==> src/rtl/instr_fetch_unit_pkg.sv <==
// Shared CPU package: PC select constants, fetch FSM states and fault encodings.
package instr_fetch_unit_pkg;

   // Next-PC select used by the control unit
   localparam logic [1:0] PC_4      = 2'b00;
   localparam logic [1:0] PC_BRANCH = 2'b01;
   localparam logic [1:0] PC_JAL    = 2'b10;

   typedef enum logic [2:0] {
      StIdle,
      StReq,
      StWait,
      StDrain,
      StDone,
      StFault
   } fetch_state_e;

   typedef enum logic [1:0] {
      CauseNone       = 2'b00,
      CauseMisaligned = 2'b01,
      CauseTimeout    = 2'b10,
      CauseReserved   = 2'b11
   } fault_cause_e;

   function automatic logic word_aligned(input logic [31:0] addr);
      return addr[1:0] == 2'b00;
   endfunction

endpackage

==> src/rtl/instr_fetch_unit_if.sv <==
// Instruction-memory request/response bus between fetch unit and memory.
interface instr_fetch_unit_if;
   logic        imem_req;
   logic [31:0] imem_addr;
   logic        imem_gnt;
   logic        imem_rvalid;
   logic [31:0] imem_rdata;

   modport master (
      output imem_req,
      output imem_addr,
      input  imem_gnt,
      input  imem_rvalid,
      input  imem_rdata
   );

   modport slave (
      input  imem_req,
      input  imem_addr,
      output imem_gnt,
      output imem_rvalid,
      output imem_rdata
   );
endinterface

==> src/rtl/fetch_timeout_counter.sv <==
// Saturating cycle counter; expired flags the enabled cycle that reaches LIMIT.
module fetch_timeout_counter #(
   parameter int unsigned LIMIT = 16
) (
   input  logic clk,
   input  logic arst_n,
   input  logic clear,
   input  logic enable,
   output logic expired
);

   localparam int unsigned CntW = $clog2(LIMIT + 1);
   localparam logic [CntW-1:0] LimitVal   = CntW'(LIMIT);
   localparam logic [CntW-1:0] LimitMinus = CntW'(LIMIT - 1);

   logic [CntW-1:0] count_q;

   // Count enabled cycles, holding at LIMIT instead of wrapping
   always_ff @(posedge clk or negedge arst_n) begin
      if (!arst_n) begin
         count_q <= '0;
      end else if (clear) begin
         count_q <= '0;
      end else if (enable && (count_q < LimitVal)) begin
         count_q <= count_q + CntW'(1);
      end
   end

   // High in the cycle whose increment brings the count to LIMIT
   always_comb begin
      expired = enable & ~clear & (count_q >= LimitMinus);
   end

endmodule

==> src/rtl/instr_fetch_unit.sv <==
// Instruction fetch unit: one outstanding fetch, flush/redirect, timeout and alignment faults.
module instr_fetch_unit
   import instr_fetch_unit_pkg::*;
#(
   parameter int unsigned TIMEOUT_CYCLES = 16
) (
   input  logic                  clk,
   input  logic                  arst_n,
   input  logic                  fetch_en,
   input  logic                  flush,
   input  logic [31:0]           pc,
   instr_fetch_unit_if.master    imem,
   output logic [31:0]           instr,
   output logic                  instr_valid,
   output logic                  fetch_busy,
   output logic                  fault,
   output logic [1:0]            fault_cause
);

   fetch_state_e state_q;
   fault_cause_e cause_q;
   logic [31:0]  addr_q;
   logic [31:0]  instr_q;
   logic         fault_q;
   logic         cnt_clear;
   logic         cnt_en;
   logic         cnt_expired;

   // Restart the timeout whenever a wait phase (WAIT or DRAIN) begins
   always_comb begin
      cnt_clear = ((state_q == StReq) & imem.imem_gnt) | ((state_q == StWait) & flush);
      cnt_en    = ((state_q == StWait) | (state_q == StDrain)) & ~imem.imem_rvalid;
   end

   fetch_timeout_counter #(
      .LIMIT (TIMEOUT_CYCLES)
   ) u_timeout (
      .clk     (clk),
      .arst_n  (arst_n),
      .clear   (cnt_clear),
      .enable  (cnt_en),
      .expired (cnt_expired)
   );

   // Fetch FSM with registered address, instruction and fault outputs
   always_ff @(posedge clk or negedge arst_n) begin
      if (!arst_n) begin
         state_q <= StIdle;
         addr_q  <= '0;
         instr_q <= '0;
         fault_q <= 1'b0;
         cause_q <= CauseNone;
      end else begin
         case (state_q)
            StIdle: begin
               if (!flush && fetch_en) begin
                  if (!word_aligned(pc)) begin
                     state_q <= StFault;
                     fault_q <= 1'b1;
                     cause_q <= CauseMisaligned;
                  end else begin
                     addr_q  <= pc;
                     state_q <= StReq;
                  end
               end
            end
            StReq: begin
               // A granted request must still be drained even when flushed
               if (imem.imem_gnt) begin
                  state_q <= flush ? StDrain : StWait;
               end else if (flush) begin
                  state_q <= StIdle;
               end
            end
            StWait: begin
               if (flush) begin
                  state_q <= StDrain;
               end else if (imem.imem_rvalid) begin
                  instr_q <= imem.imem_rdata;
                  state_q <= StDone;
               end else if (cnt_expired) begin
                  state_q <= StFault;
                  fault_q <= 1'b1;
                  cause_q <= CauseTimeout;
               end
            end
            StDrain: begin
               // Response is discarded; a lost response times out silently
               if (imem.imem_rvalid || cnt_expired) begin
                  state_q <= StIdle;
               end
            end
            StDone: begin
               state_q <= StIdle;
            end
            StFault: begin
               if (flush) begin
                  state_q <= StIdle;
                  fault_q <= 1'b0;
                  cause_q <= CauseNone;
               end
            end
            default: begin
               state_q <= StIdle;
            end
         endcase
      end
   end

   // Outputs decoded from state and registers
   always_comb begin
      imem.imem_req  = (state_q == StReq);
      imem.imem_addr = addr_q;
      instr          = instr_q;
      instr_valid    = (state_q == StDone) & ~flush;
      fetch_busy     = (state_q != StIdle);
      fault          = fault_q;
      fault_cause    = cause_q;
   end

endmodule

==> src/flat_wrapper.sv <==
// flat-port wrapper written by rule: the top's interface ports become plain ports
module instr_fetch_unit_flat import instr_fetch_unit_pkg::*;
#(
   parameter int unsigned TIMEOUT_CYCLES = 16
)
  (clk, arst_n, fetch_en, flush, pc, instr, instr_valid, fetch_busy, fault, fault_cause, imem_imem_req, imem_imem_addr, imem_imem_gnt, imem_imem_rvalid, imem_imem_rdata);
  instr_fetch_unit_if imem_i ();
  input  logic clk;
  input  logic arst_n;
  input  logic fetch_en;
  input  logic flush;
  input  logic [31:0] pc;
  output logic [31:0] instr;
  output logic instr_valid;
  output logic fetch_busy;
  output logic fault;
  output logic [1:0] fault_cause;
  output wire logic [$bits(imem_i.imem_req)-1:0] imem_imem_req;
  output wire logic [$bits(imem_i.imem_addr)-1:0] imem_imem_addr;
  input wire logic [$bits(imem_i.imem_gnt)-1:0] imem_imem_gnt;
  input wire logic [$bits(imem_i.imem_rvalid)-1:0] imem_imem_rvalid;
  input wire logic [$bits(imem_i.imem_rdata)-1:0] imem_imem_rdata;
  assign imem_imem_req = imem_i.imem_req;
  assign imem_imem_addr = imem_i.imem_addr;
  assign imem_i.imem_gnt = imem_imem_gnt;
  assign imem_i.imem_rvalid = imem_imem_rvalid;
  assign imem_i.imem_rdata = imem_imem_rdata;
  instr_fetch_unit #(.TIMEOUT_CYCLES(TIMEOUT_CYCLES)) u_core (.clk(clk), .arst_n(arst_n), .fetch_en(fetch_en), .flush(flush), .pc(pc), .imem(imem_i), .instr(instr), .instr_valid(instr_valid), .fetch_busy(fetch_busy), .fault(fault), .fault_cause(fault_cause));
endmodule
==> config.mk <==
export PLATFORM = sky130hd
export DESIGN_NAME = instr_fetch_unit_flat
export DESIGN_NICKNAME = d
export VERILOG_FILES = /design/src/rtl/instr_fetch_unit_pkg.sv /design/src/rtl/instr_fetch_unit_if.sv /design/src/rtl/fetch_timeout_counter.sv /design/src/rtl/instr_fetch_unit.sv /design/src/flat_wrapper.sv
export SDC_FILE = /design/constraint.sdc
export NUM_CORES = 1
export LEC_CHECK = 0
export ABC_AREA = 1
export ABC_CLOCK_PERIOD_IN_PS = 1900
export BUFFER_PORTS_ARGS = -buffer_cell sky130_fd_sc_hd__buf_2
export CORE_MARGIN = 5
export CORE_UTILIZATION = 48
export CTS_CLUSTER_SIZE = 40
export DETAILED_ROUTE_END_ITERATION = 7
export PLACE_DENSITY = 0.8
export SETUP_SLACK_MARGIN = 0.3
export SLEW_MARGIN = 0
export SYNTH_ARGS = -nofsm -noshare
export SYNTH_HDL_FRONTEND = slang
export SYNTH_SLANG_ARGS = --single-unit
==> constraint.sdc <==
create_clock -name clk -period 1.9 [get_ports clk]
set_clock_uncertainty 0.2 [all_clocks]
set_input_delay 0.19 -clock clk [delete_from_list [all_inputs] [get_ports clk]]
set_output_delay 0.19 -clock clk [all_outputs]
set_load 0.05 [all_outputs]
==> results by group, run 1 <==
Status
  • Failing checks: negative setup slack
  • Status: finished with violations

Synthesis
  • Seq/Total Area, Yosys: 0.571
  • Top-area cell type share of the netlist area: 0.571
  • Ys async rst share: 1.00
  • Syn Area/Cell: ~11 um2
  • YS warnings: 0
  • Gate Count Post-Synth: slightly above 300
  • Top FF cell, synth: dfrtp_1
  • Number of library cell types mapped by synthesis: 31
  • Post-Syn Nets: about 380
  • Post-synth EDFFs: 0
  • Dominant cell type by area after synthesis: dfrtp_1
  • Most frequent cell after synthesis: nand2_1
  • Most common library cells after synthesis: nand2_1 (117), dfrtp_1 (75), mux2_4 (30)
  • Flop and latch count out of synthesis: 75
  • Synth Cell Area: between 3000 and 4000 um2
  • Synth top area cells: dfrtp_1 (57%), mux2_4 (14%), nand2_1 (13%), inv_1 (1.7%), nand3_1 (1.4%)

Floorplan
  • Total die area: ~8600 um2
  • Initial Util: 0.489
  • Std-Cell Rows: 30
  • Die H: around 93 um
  • Die X: approximately 90 um
  • Core box area: 6720 um2
  • # IOs: 140

Global route
  • First-pass GRT wire length: between 15000 and 20000 um
  • GRT Total Usage: 0.268
  • Largest net degree at the start of global routing: 34
  • Vias in the first global route: around 3500
  • GRT Residual Overflow: 0
  • Antenna violations before repair: 1

STA
  • Period minus WS final: between 2 and 2.5 ns
  • F_max: 0.453 GHz
  • Tcrit/Tclk final: 1.16
  • RSZ-0062 raised after global routing: true
  • Max_slew headroom: 0.699
  • Slew Limit Fails: 0
  • Setup ws final: -0.306 ns
  • WHS: 0.119 ns
  • Final Hold Viols: 0
  • # setup viols final: 19
  • Slew @ Worst Pin: 0.452 ns

CTS
  • CTS buffer count: 9
  • Reg clk slew, reported paths: about 0.080 ns
  • CTS tree: built
  • Root Driver: clkbuf_8
  • Worst skew pair latency: 0.34 ns
  • CTS sink count: between 70 and 80
  • Maximum clock path buffer count: 2
  • H-tree levels: 3

Finish
  • Share of cells above drive strength 1: 0.587
  • Area of the multi-input gates: 1660 um2
  • FILL cells: 240
  • FF/Latch Area: 1880 um2
  • Core Util, Final: 0.867
  • Area Overhead vs Synth: 77.1%
  • Nets: around 600

Critical path
  • Family with the most delay on the worst path: simple AND/OR/NAND/NOR gates
  • Worst Setup Start Kind: flip-flop
  • Critical path class: reg2reg
  • CP max-delay cell: dfrtp_1
  • Worst EP arrival: ~2.2 ns
  • Crit path buffers/inverters: 1
  • CP Max Fanout: 3
  • Most frequent CP cell: nand2_1
  • Slowest stage delay, CP: 0.43 ns
  • CP Cell Sequence: ha_2 > inv_2 > nor2_2 > ha_2 > nor2_2 > o21ai_2 > nand4_1 > nand2_1 > nand2_2 > nand2_1 > nand2_1
  • Critical Path RT: 1.91 ns
  • Critical Path Sink Type: flip-flop

Power and ir drop
  • Pwr Density: about 1900 nW/um2
  • Peak VDD IR: 1.17 mV
  • P_leak: 0.00323 uW

Drt
  • Post-route DRC violation count: 0
  • Via count: about 3600
  • Initial drt markers: between 200 and 300
  • Antenna-violating nets left: 0
  • Initial DRT Pass Iterations: 5
  • Detailed Route WL: roughly 15000 um
  • Wire length per cell: approximately 24 um
  • Via/cell ratio: approximately 5.7

Placement
  • Hpwl dp: 5810 um
  • Gpl congestion: around 0.9
  • Port bufs: about 140
  • Dpl ws: just over 0.08 ns

Hold path
  • Worst Hold Class: in2reg

Job
  • # Max-Cap Violations: 0
cell families after synthesis:
| family | count (synthesis) | share of synthesized area |
|---|---|---|
| and+or+nand+nor | 155 | 0.209 |
| buffers and inverters | 28 | 0.0472 |
| DFF | 75 | 0.571 |
| adders and majority gates | 2 | 0.00761 |
| AOI/OAI and AO/OA | 12 | 0.0217 |
| muxes | 32 | 0.144 |
registers in the layout (all words and copies together) (netlist names):
register,cells
u_core.state_q,3
u_core.fault,1
u_core.u_timeout.count_q,5
u_core.fault_cause,2
u_core.instr,32
u_core.imem.imem_addr,32
layout by cell type (no fill, tap or decap), types with 2 or more instances in the layout:
| cell | instances |
|---|---|
| buf_2 | 135 |
| dfrtp_1 | 72 |
| dlygate4sd3_1 | 63 |
| nand2_1 | 53 |
| nand2_2 | 34 |
| nand2_4 | 33 |
| mux2_4 | 32 |
| buf_4 | 18 |
| inv_1 | 10 |
| clkbuf_8 | 9 |
| nor2_1 | 7 |
| buf_12 | 7 |
| a21oi_1 | 6 |
| nand3_1 | 6 |
| buf_6 | 6 |
| buf_16 | 5 |
| nand3_2 | 4 |
| nor2_2 | 4 |
| nor2_4 | 4 |
| inv_4 | 3 |
| nand4_1 | 3 |
| bufinv_16 | 3 |
| buf_8 | 3 |
| dfrtp_2 | 3 |
| clkinv_4 | 2 |
| inv_6 | 2 |
| inv_2 | 2 |
| nor3_4 | 2 |
| o21a_1 | 2 |
| ha_2 | 2 |
where the power goes:
part | leakage (uW) | switching, uW | internal [uW]
combinational | 0.00217 | 4390 | 1970
clock | 0.000115 | 643 | 860
sequential | 0.000946 | 601 | 2340
worst reg2reg max path, delay by kind of cell (launching register included):
family          cells  cell delay [ns]
fa+ha+maj           2             0.42
flops               1             0.43
compound gates      1             0.11
buf+inv             1             0.05
simple gates        7             0.87
repair_timing:
| item | CTS | global route |
|---|---|---|
| pin swaps | 32 | 30 |
| gates cloned | 5 | 2 |
| resized for setup | 52 | 99 |
| endpoints found under the hold margin | 137 | 0 |
| endpoints found under the setup margin | 73 | 78 |
| hold buffers | 63 | 0 |
| setup buffers | 12 | 12 |
through the flow:
stage / total power, uW / instances / area (um2) / TNS [ns]
after floorplan: 6670 / 304 / 3350 / 0
after global placement: 7720 / 519 / 4120 / 0
after detailed placement: 7840 / 519 / 4120 / 0
after CTS: 9680 / 613 / 5350 / 0
after global routing: 11100 / 628 / 5820 / -1.96
final: 10800 / 628 / 5820 / -1.47
final timing paths:
kind,from,endpoint,slack (ns),depth (start not counted)
hold / removal,imem_imem_gnt,u_core.state_q[0],0.12,6
min in group asynchronous,arst_n,u_core.imem.imem_addr[3],0.16,2
setup reg to reg,u_core.u_timeout.count_q[1],u_core.fault_cause[0],-0.31,11
setup / recovery,u_core.u_timeout.count_q[1],u_core.fault_cause[0],-0.31,11
max in group asynchronous,arst_n,u_core.instr[12],0.74,3
hold reg to reg,u_core.imem.imem_addr[5],u_core.imem.imem_addr[5],0.28,2
metal layers:
metal  wire length, um  share of wire  track usage  up-vias
li1                  -              -            -     1461
met1              5140           0.33        0.294     1728
met2              7650           0.50        0.482      284
met3              1220          0.079       0.0520      112
met4              1350          0.088        0.147        0
met5                 0              0            0        -
cell type report:
class                      count  area share
sequential                    75       0.323
timing repair buffer         237       0.315
multi-input combinational    201       0.284
clock buffer                   9      0.0213
clock inverter                 5      0.0178
inverter                      18      0.0174
tap                           80      0.0172
timing repair inverter         2     0.00430
antenna                        1    0.000430
(Power assumes the default switching activity.)
==> run 2: changes to the inputs <==
--- a/config.mk
+++ b/config.mk
@@ -7,3 +7,2 @@
 export LEC_CHECK = 0
-export ABC_AREA = 1
 export ABC_CLOCK_PERIOD_IN_PS = 1900
@@ -11,6 +10,6 @@
 export CORE_MARGIN = 5
-export CORE_UTILIZATION = 48
+export CORE_UTILIZATION = 47
 export CTS_CLUSTER_SIZE = 40
 export DETAILED_ROUTE_END_ITERATION = 7
-export PLACE_DENSITY = 0.8
+export PLACE_DENSITY = 0.79
 export SETUP_SLACK_MARGIN = 0.3
--- a/constraint.sdc
+++ b/constraint.sdc
@@ -4,2 +4,2 @@
 set_output_delay 0.19 -clock clk [all_outputs]
-set_load 0.05 [all_outputs]
+set_load 0.1 [all_outputs]
==> run 2 against run 1 <==
  * The run still ends with negative setup slack left
  * Critical path depth decreased by 6
  * Register-to-register slack improved by 0.04 ns
  * Flip-flop and latch count unchanged
  * Sequential share of layout area increased by 2.5 points
  * Fmax increased by 2.1%
  * Global-route usage decreased by 3.0 points
  * Wire length decreased by 34%
  * Via count decreased by 23%
  * Worst setup slack improved by 0.045 ns
  * Clock-buffer cell count increased by 2
  * Die area decreased by 0.50%
==> results by group, run 2 <==
Hold path
  • Hold depth: 4 (-2)
  • Worst Hold Class: in2reg

Drt
  • Via count: 2743 (-23%)
  • Post-route DRC violation count: 0 (unchanged)
  • Initial DRT Pass Iterations: 5 (unchanged)
  • Wire length on met1: 3960 um (-23%)
  • Met3 wire length: 837 um (-31%)
  • Detailed Route WL: 10200 um (-34%)
  • Wire length per cell: 19.2 um (-22%)
  • Antenna-violating nets left: 0 (unchanged)
  • Met2 wire length: 5130 um (-33%)
  • Via/cell ratio: 5.17 (-9.5%)
  • Initial drt markers: 158 (-47%)
  • Top layer in use: met4

Floorplan
  • # IOs: 140 (unchanged)
  • Die H: 92.5 um (-0.25%)
  • Die X: 92.5 um (-0.25%)
  • Std-Cell Rows: 30 (unchanged)
  • Core box area: 6720 um2 (unchanged)
  • Total die area: 8560 um2 (-0.50%)
  • Initial Util: 0.477 (-0.0128)

Synthesis
  • Gate Count Post-Synth: 216 (-29%)
  • Seq/Total Area, Yosys: 0.586 (+0.0154)
  • Most common library cells after synthesis: dfrtp_1 (75), mux2_2 (34), mux2_4 (28)
  • Synth top area cells: dfrtp_1 (59%), mux2_4 (13%), mux2_2 (12%), buf_6 (1.4%), nor2_1 (1.1%)
  • Number of library cell types mapped by synthesis: 39 (+26%)
  • Flop and latch count out of synthesis: 75 (unchanged)
  • Most frequent cell after synthesis: dfrtp_1
  • Post-synth EDFFs: 0 (unchanged)
  • Syn Area/Cell: 14.8 um2 (+37%)
  • Dominant cell type by area after synthesis: dfrtp_1
  • Synth Cell Area: 3200 um2 (-2.6%)
  • Post-Syn Nets: 288 (-23%)
  • YS warnings: 0 (unchanged)
  • Top FF cell, synth: dfrtp_1
  • Top-area cell type share of the netlist area: 0.586 (+0.0154)
  • Ys async rst share: 1.00 (unchanged)

Placement
  • Port bufs: 139 (unchanged)
  • Hpwl dp: 5570 um (-4.1%)
  • Gpl congestion: 0.797 (-9.2%)

Critical path
  • CP Depth: 5 (-6)
  • Worst EP arrival: 2.19 ns (-0.02 ns)
  • Reg2reg setup slack: -0.26 ns (+0.04 ns)
  • Critical path class: reg2reg
  • Worst Setup Start Kind: flip-flop
  • Critical Path Sink Type: flip-flop
  • CP Max Fanout: 32 (+29)
  • Family with the most delay on the worst path: simple AND/OR/NAND/NOR gates
  • R2R cell count: 5 (-6)
  • CP max-delay cell: or4_4
  • Crit path buffers/inverters: 2 (+1)
  • CP Cell Sequence: nor3_2 > bufinv_8 > or4_4 > buf_12 > mux2_4
  • Slowest stage delay, CP: 0.48 ns (+0.05 ns)
  • Critical Path RT: 1.93 ns (+0.02 ns)

STA
  • Slew @ Worst Pin: 0.521 ns (+0.0693 ns)
  • Setup ws final: -0.261 ns (+0.0450 ns)
  • Max_slew headroom: 0.655 (-0.0438)
  • RSZ-0062 raised after global routing: true
  • F_max: 0.463 GHz (+2.1%)
  • Period minus WS final: 2.16 ns (-0.0450 ns)
  • Tcrit/Tclk final: 1.14 (-0.0237)
  • # setup viols final: 33 (+14)
  • Final Hold Viols: 0 (unchanged)
  • Slew Limit Fails: 0 (unchanged)
  • Sum of negative setup slack: -7.53 ns (-6.06 ns)

CTS
  • CTS sink count: 75 (unchanged)
  • H-tree levels: 3 (unchanged)
  • CTS tree: built
  • CTS buffer count: 9 (unchanged)
  • Reg clk slew, reported paths: 0.08 ns (about the same)
  • Worst skew pair latency: 0.34 ns (about the same)
  • Maximum clock path buffer count: 2 (unchanged)
  • Root Driver: clkbuf_8

Status
  • Failing checks: negative setup slack
  • Status: finished with violations

Finish
  • Commonest non-fill, non-tap cell in the layout: buf_2
  • FILL cells: 351 (+46%)
  • Area Overhead vs Synth: 68.4%
  • Ant diodes: 0 (-1)
  • Share of cells above drive strength 1: 0.579 (-0.00812)
  • Nets: 519 (-16%)
  • Most frequent cells in the layout: buf_2 (135), dfrtp_1 (74), dlygate4sd3_1 (64)

Global route
  • Vias in the first global route: 2981 (-15%)
  • First-pass GRT wire length: 15700 um (-12%)
  • GRT Residual Overflow: 0 (unchanged)
  • GRT Total Usage: 0.238 (-0.0302)
  • Largest net degree at the start of global routing: 76 (+120%)
  • Antenna violations before repair: 0 (-1)

Job
  • # Max-Cap Violations: 0 (unchanged)
==> run 2: cell count changes after synthesis, moves of 4 or more <==
cell | previous run | this run
nand2_1 | 117 | 3
mux2_2 | 2 | 34
inv_1 | 15 | 4
nand3_1 | 9 | 2
nor2b_1 | 0 | 4
==> run 2: path summary, 6_finish.rpt <==
check / start / endpoint
min reg2reg: u_core.imem.imem_addr[0] / u_core.imem.imem_addr[0]
min: pc[0] / u_core.state_q[2]
max: u_core.state_q[0] / u_core.imem.imem_addr[16]
max reg2reg: u_core.state_q[0] / u_core.imem.imem_addr[16]
min in group asynchronous: arst_n / u_core.imem.imem_addr[23]
max in group asynchronous: arst_n / u_core.u_timeout.count_q[3]
==> run 2: what timing repair did <==
| action | in CTS | in global routing |
|---|---|---|
| endpoints found under the hold margin | 138 | 0 |
| hold buffers | 64 | 0 |
| pin swaps | 7 | 1 |
| gates cloned | 0 | 2 |
| gates resized for setup | 42 | 9 |
| setup endpoints to repair | 74 | 79 |
| buffers inserted | 8 | 4 |
==> run 2: cells by family after synthesis <==
group / count (synthesis) / synth area share
flip-flops: 75 / 0.586
AND/OR/NAND/NOR: 37 / 0.0688
XOR/XNOR: 3 / 0.00821
multiplexers: 64 / 0.257
buffers and inverters: 16 / 0.0297
adder cells (fa/ha/maj): 2 / 0.00781
AO/OA/AOI/OAI: 19 / 0.0422
==> run 2: worst min-delay path, stage by stage <==
cell	delay [ns]
buf_2	0.12
nor2_1	0.08
o22a_1	0.15
a221oi_2	0.04
==> run 2: layout make-up <==
class	count	area [um2]	share of cell area
Sequential cell	75	1880	0.348
Tap cell	80	100	0.0186
Multi-Input combinational cell	125	1470	0.273
Clock buffer	11	131	0.0244
Timing Repair Buffer	231	1680	0.311
Inverter	5	35.0	0.00650
Clock inverter	4	98.8	0.0183
==> run 2: stage by stage <==
step	setup WS (ns)	utilization	cells	hold WS [ns]	cell area (um2)
6_report	-0.261	0.803	531	0.0812	5390
3_5_place_dp	-0.245	0.626	438	0.0526	4210
3_3_place_gp	-0.190	0.626	438	0.0485	4210
5_1_grt	-0.324	0.803	531	0.0846	5390
2_1_floorplan	-0.292	-	216	-0.306	3310
4_1_cts	-0.246	0.789	525	0.0670	5300
==> run 2: metal layers <==
metal  vias to the layer above  GRT usage
met2                       138      0.403
met3                        24     0.0699
met1                      1350      0.279
met4                         0      0.104
li1                       1231          -
met5                         -          0
Power of run 2 is not shown: default switching activity piles up to over one toggle a cycle in this logic, so the estimate is an artifact.
==> run 3: changes to the inputs <==
- BUFFER_PORTS_ARGS: -buffer_cell sky130_fd_sc_hd__buf_2 -> -buffer_cell sky130_fd_sc_hd__buf_4
==> run 3 against run 2 <==
  * The run still ends with negative setup slack left
  * Via count grew 8.3%
  * Global-route usage grew 0.77 points
  * Non-clock buffer count is 3 higher
  * Register-to-register slack worse by 0.07 ns
  * Cell count increased by 0.75%
  * Flip-flop and latch count unchanged
  * Critical path depth stayed put
  * Utilization rose by 5.5 points
  * Hold slack improved by 0.0053 ns
  * Clock-buffer cell count unchanged
  * Largest cell class is now buffers
==> results by group, run 3 (synthesis gave the netlist of run 2 again) <==
Job
  • # Max-Cap Violations: 0 (unchanged)

Drt
  • Wire length per cell: 23.7 um (+23%)
  • Detailed Route WL: 12700 um (+24%)
  • Initial DRT Pass Iterations: 4 (-1)
  • Post-route DRC violation count: 0 (unchanged)
  • Antenna-violating nets left: 0 (unchanged)
  • Via count: 2970 (+8.3%)
  • Initial drt markers: 176 (+11%)
  • Via/cell ratio: 5.55 (+7.5%)

STA
  • Max_slew headroom: 0.702 (+0.0473)
  • WHS: 0.0865 ns (+0.00534 ns)
  • Slew Limit Fails: 0 (unchanged)
  • Period minus WS final: 2.23 ns (+0.0675 ns)
  • RSZ-0062 raised after global routing: true
  • Sum of negative setup slack: -9.95 ns (-2.43 ns)
  • Slew @ Worst Pin: 0.442 ns (-0.0792 ns)
  • # setup viols final: 39 (+18%)
  • Tcrit/Tclk final: 1.17 (+0.0355)
  • F_max: 0.449 GHz (-3.0%)
  • Setup ws final: -0.328 ns (-0.0675 ns)
  • Final Hold Viols: 0 (unchanged)

Critical path
  • R2R cell count: 5 (unchanged)
  • Family with the most delay on the worst path: simple AND/OR/NAND/NOR gates
  • CP Max Fanout: 16 (-50%)
  • CP Depth: 5 (unchanged)
  • CP Cell Sequence: nor3_2 > bufinv_8 > or4_4 > clkbuf_16 > mux2_4
  • Critical path class: reg2reg
  • R2r endpoint: u_core.imem.imem_addr[25]
  • Critical path endpoint: u_core.imem.imem_addr[25]
  • Worst EP arrival: 2.27 ns (+0.08 ns)
  • Critical Path Sink Type: flip-flop
  • CP max-delay cell: or4_4
  • Worst Setup Start Kind: flip-flop
  • Reg2reg setup slack: -0.33 ns (-0.07 ns)
  • Crit path from: u_core.state_q[1]
  • Slowest stage delay, CP: 0.54 ns (+0.06 ns)
  • Reg-to-reg startpoint: u_core.state_q[1]
  • Critical Path RT: 1.94 ns (about the same)
  • Crit path buffers/inverters: 2 (unchanged)

Global route
  • Antenna violations before repair: 0 (unchanged)
  • Vias in the first global route: 2995 (+0.47%)
  • First-pass GRT wire length: 16100 um (+2.6%)
  • Largest net degree at the start of global routing: 35 (-54%)
  • GRT Total Usage: 0.245 (+0.00773)
  • GRT Residual Overflow: 0 (unchanged)

CTS
  • Reg clk slew, reported paths: 0.09 ns (about the same)
  • CTS tree: built
  • H-tree levels: 3 (unchanged)
  • CTS buffer count: 9 (unchanged)
  • Maximum clock path buffer count: 2 (unchanged)
  • Root Driver: clkbuf_8
  • CTS sink count: 75 (unchanged)
  • Worst skew pair latency: 0.35 ns (about the same)

Hold path
  • Worst Hold Class: in2async

Finish
  • Commonest non-fill, non-tap cell in the layout: buf_4
  • Share of cells above drive strength 1: 0.589 (+0.0103)
  • Nets: 522 (+0.58%)
  • Area Overhead vs Synth: 80.1%
  • Fin area: 5770 um2 (+6.9%)
  • Ant diodes: 0 (unchanged)
  • Most frequent cells in the layout: buf_4 (153), dfrtp_1 (74), dlygate4sd3_1 (64)

Status
  • Failing checks: negative setup slack
  • Status: finished with violations

Floorplan
  • Die X: 92.5 um (unchanged)
  • Total die area: 8560 um2 (unchanged)
  • Die H: 92.5 um (unchanged)
  • # IOs: 140 (unchanged)
  • Initial Util: 0.477 (unchanged)
  • Core box area: 6720 um2 (unchanged)
  • Std-Cell Rows: 30 (unchanged)

Placement
  • Area post-placement: 4510 um2 (+7.2%)
  • Port bufs: 139 (unchanged)
  • Hpwl dp: 6080 um (+9.2%)
  • Gpl congestion: 0.821 (+3.0%)
[run 3: changes by cell type in the layout (fill, tap and decap cells not counted), sizes merged]
cell and change:
bufinv -2, clkinvlp +1, clkinv +2, buf +2, clkbuf +1
[run 3: layout make-up]
cell class              count  area [um2]
repair buffers            234        2090
multi-input cells         125        1460
fillers                   278         953
well taps                  80         100
flip-flops and latches     75        1880
inverters                   5        32.5
clock buffers              11         141
clock inverters             5        60.1
[run 3: worst min path at each step]
stage                     cells past startpoint  slack [ns]        startpoint                     endpoint
final                                         2        0.09            arst_n    u_core.imem.imem_addr[29]
after global routing                          2        0.13            arst_n    u_core.imem.imem_addr[24]
after CTS                                     4        0.05  imem_imem_rvalid  u_core.u_timeout.count_q[4]
after detailed placement                      1       -0.05            arst_n    u_core.imem.imem_addr[23]
after global placement                        1       -0.06            arst_n    u_core.imem.imem_addr[30]
after floorplan                               0       -0.31            arst_n                 u_core.fault
[run 3: worst register-to-register path, cell delays in order (launching register included)]
cell and delay [ns]:
dfrtp_1 0.40, nor3_2 0.23, bufinv_8 0.22, or4_4 0.54, clkbuf_16 0.23, mux2_4 0.31
[run 3: through the flow]
step                      setup WS (ns)   util  cells
after global placement           -0.185  0.671    438
final                            -0.328  0.858    535
after CTS                        -0.230  0.811    524
after floorplan                  -0.292      -    216
after detailed placement         -0.235  0.671    438
after global routing             -0.372  0.858    535
[run 3: metal layers]
layer,track usage,wire length [um],part of all wire
met1,0.287,4480,0.35
met2,0.433,6450,0.51
met3,0.0626,1200,0.095
met4,0.0879,533,0.042
met5,0,0,0
[run 3: what timing repair did]
item / CTS / global route
endpoints found under the setup margin: 74 / 78
buffers inserted: 6 / 7
gates resized for setup: 12 / 43
hold buffers: 64 / 0
endpoints found under the hold margin: 138 / 0
gates cloned: 0 / 4
pin swaps: 3 / 7
Power of run 3 is left out for the same reason.
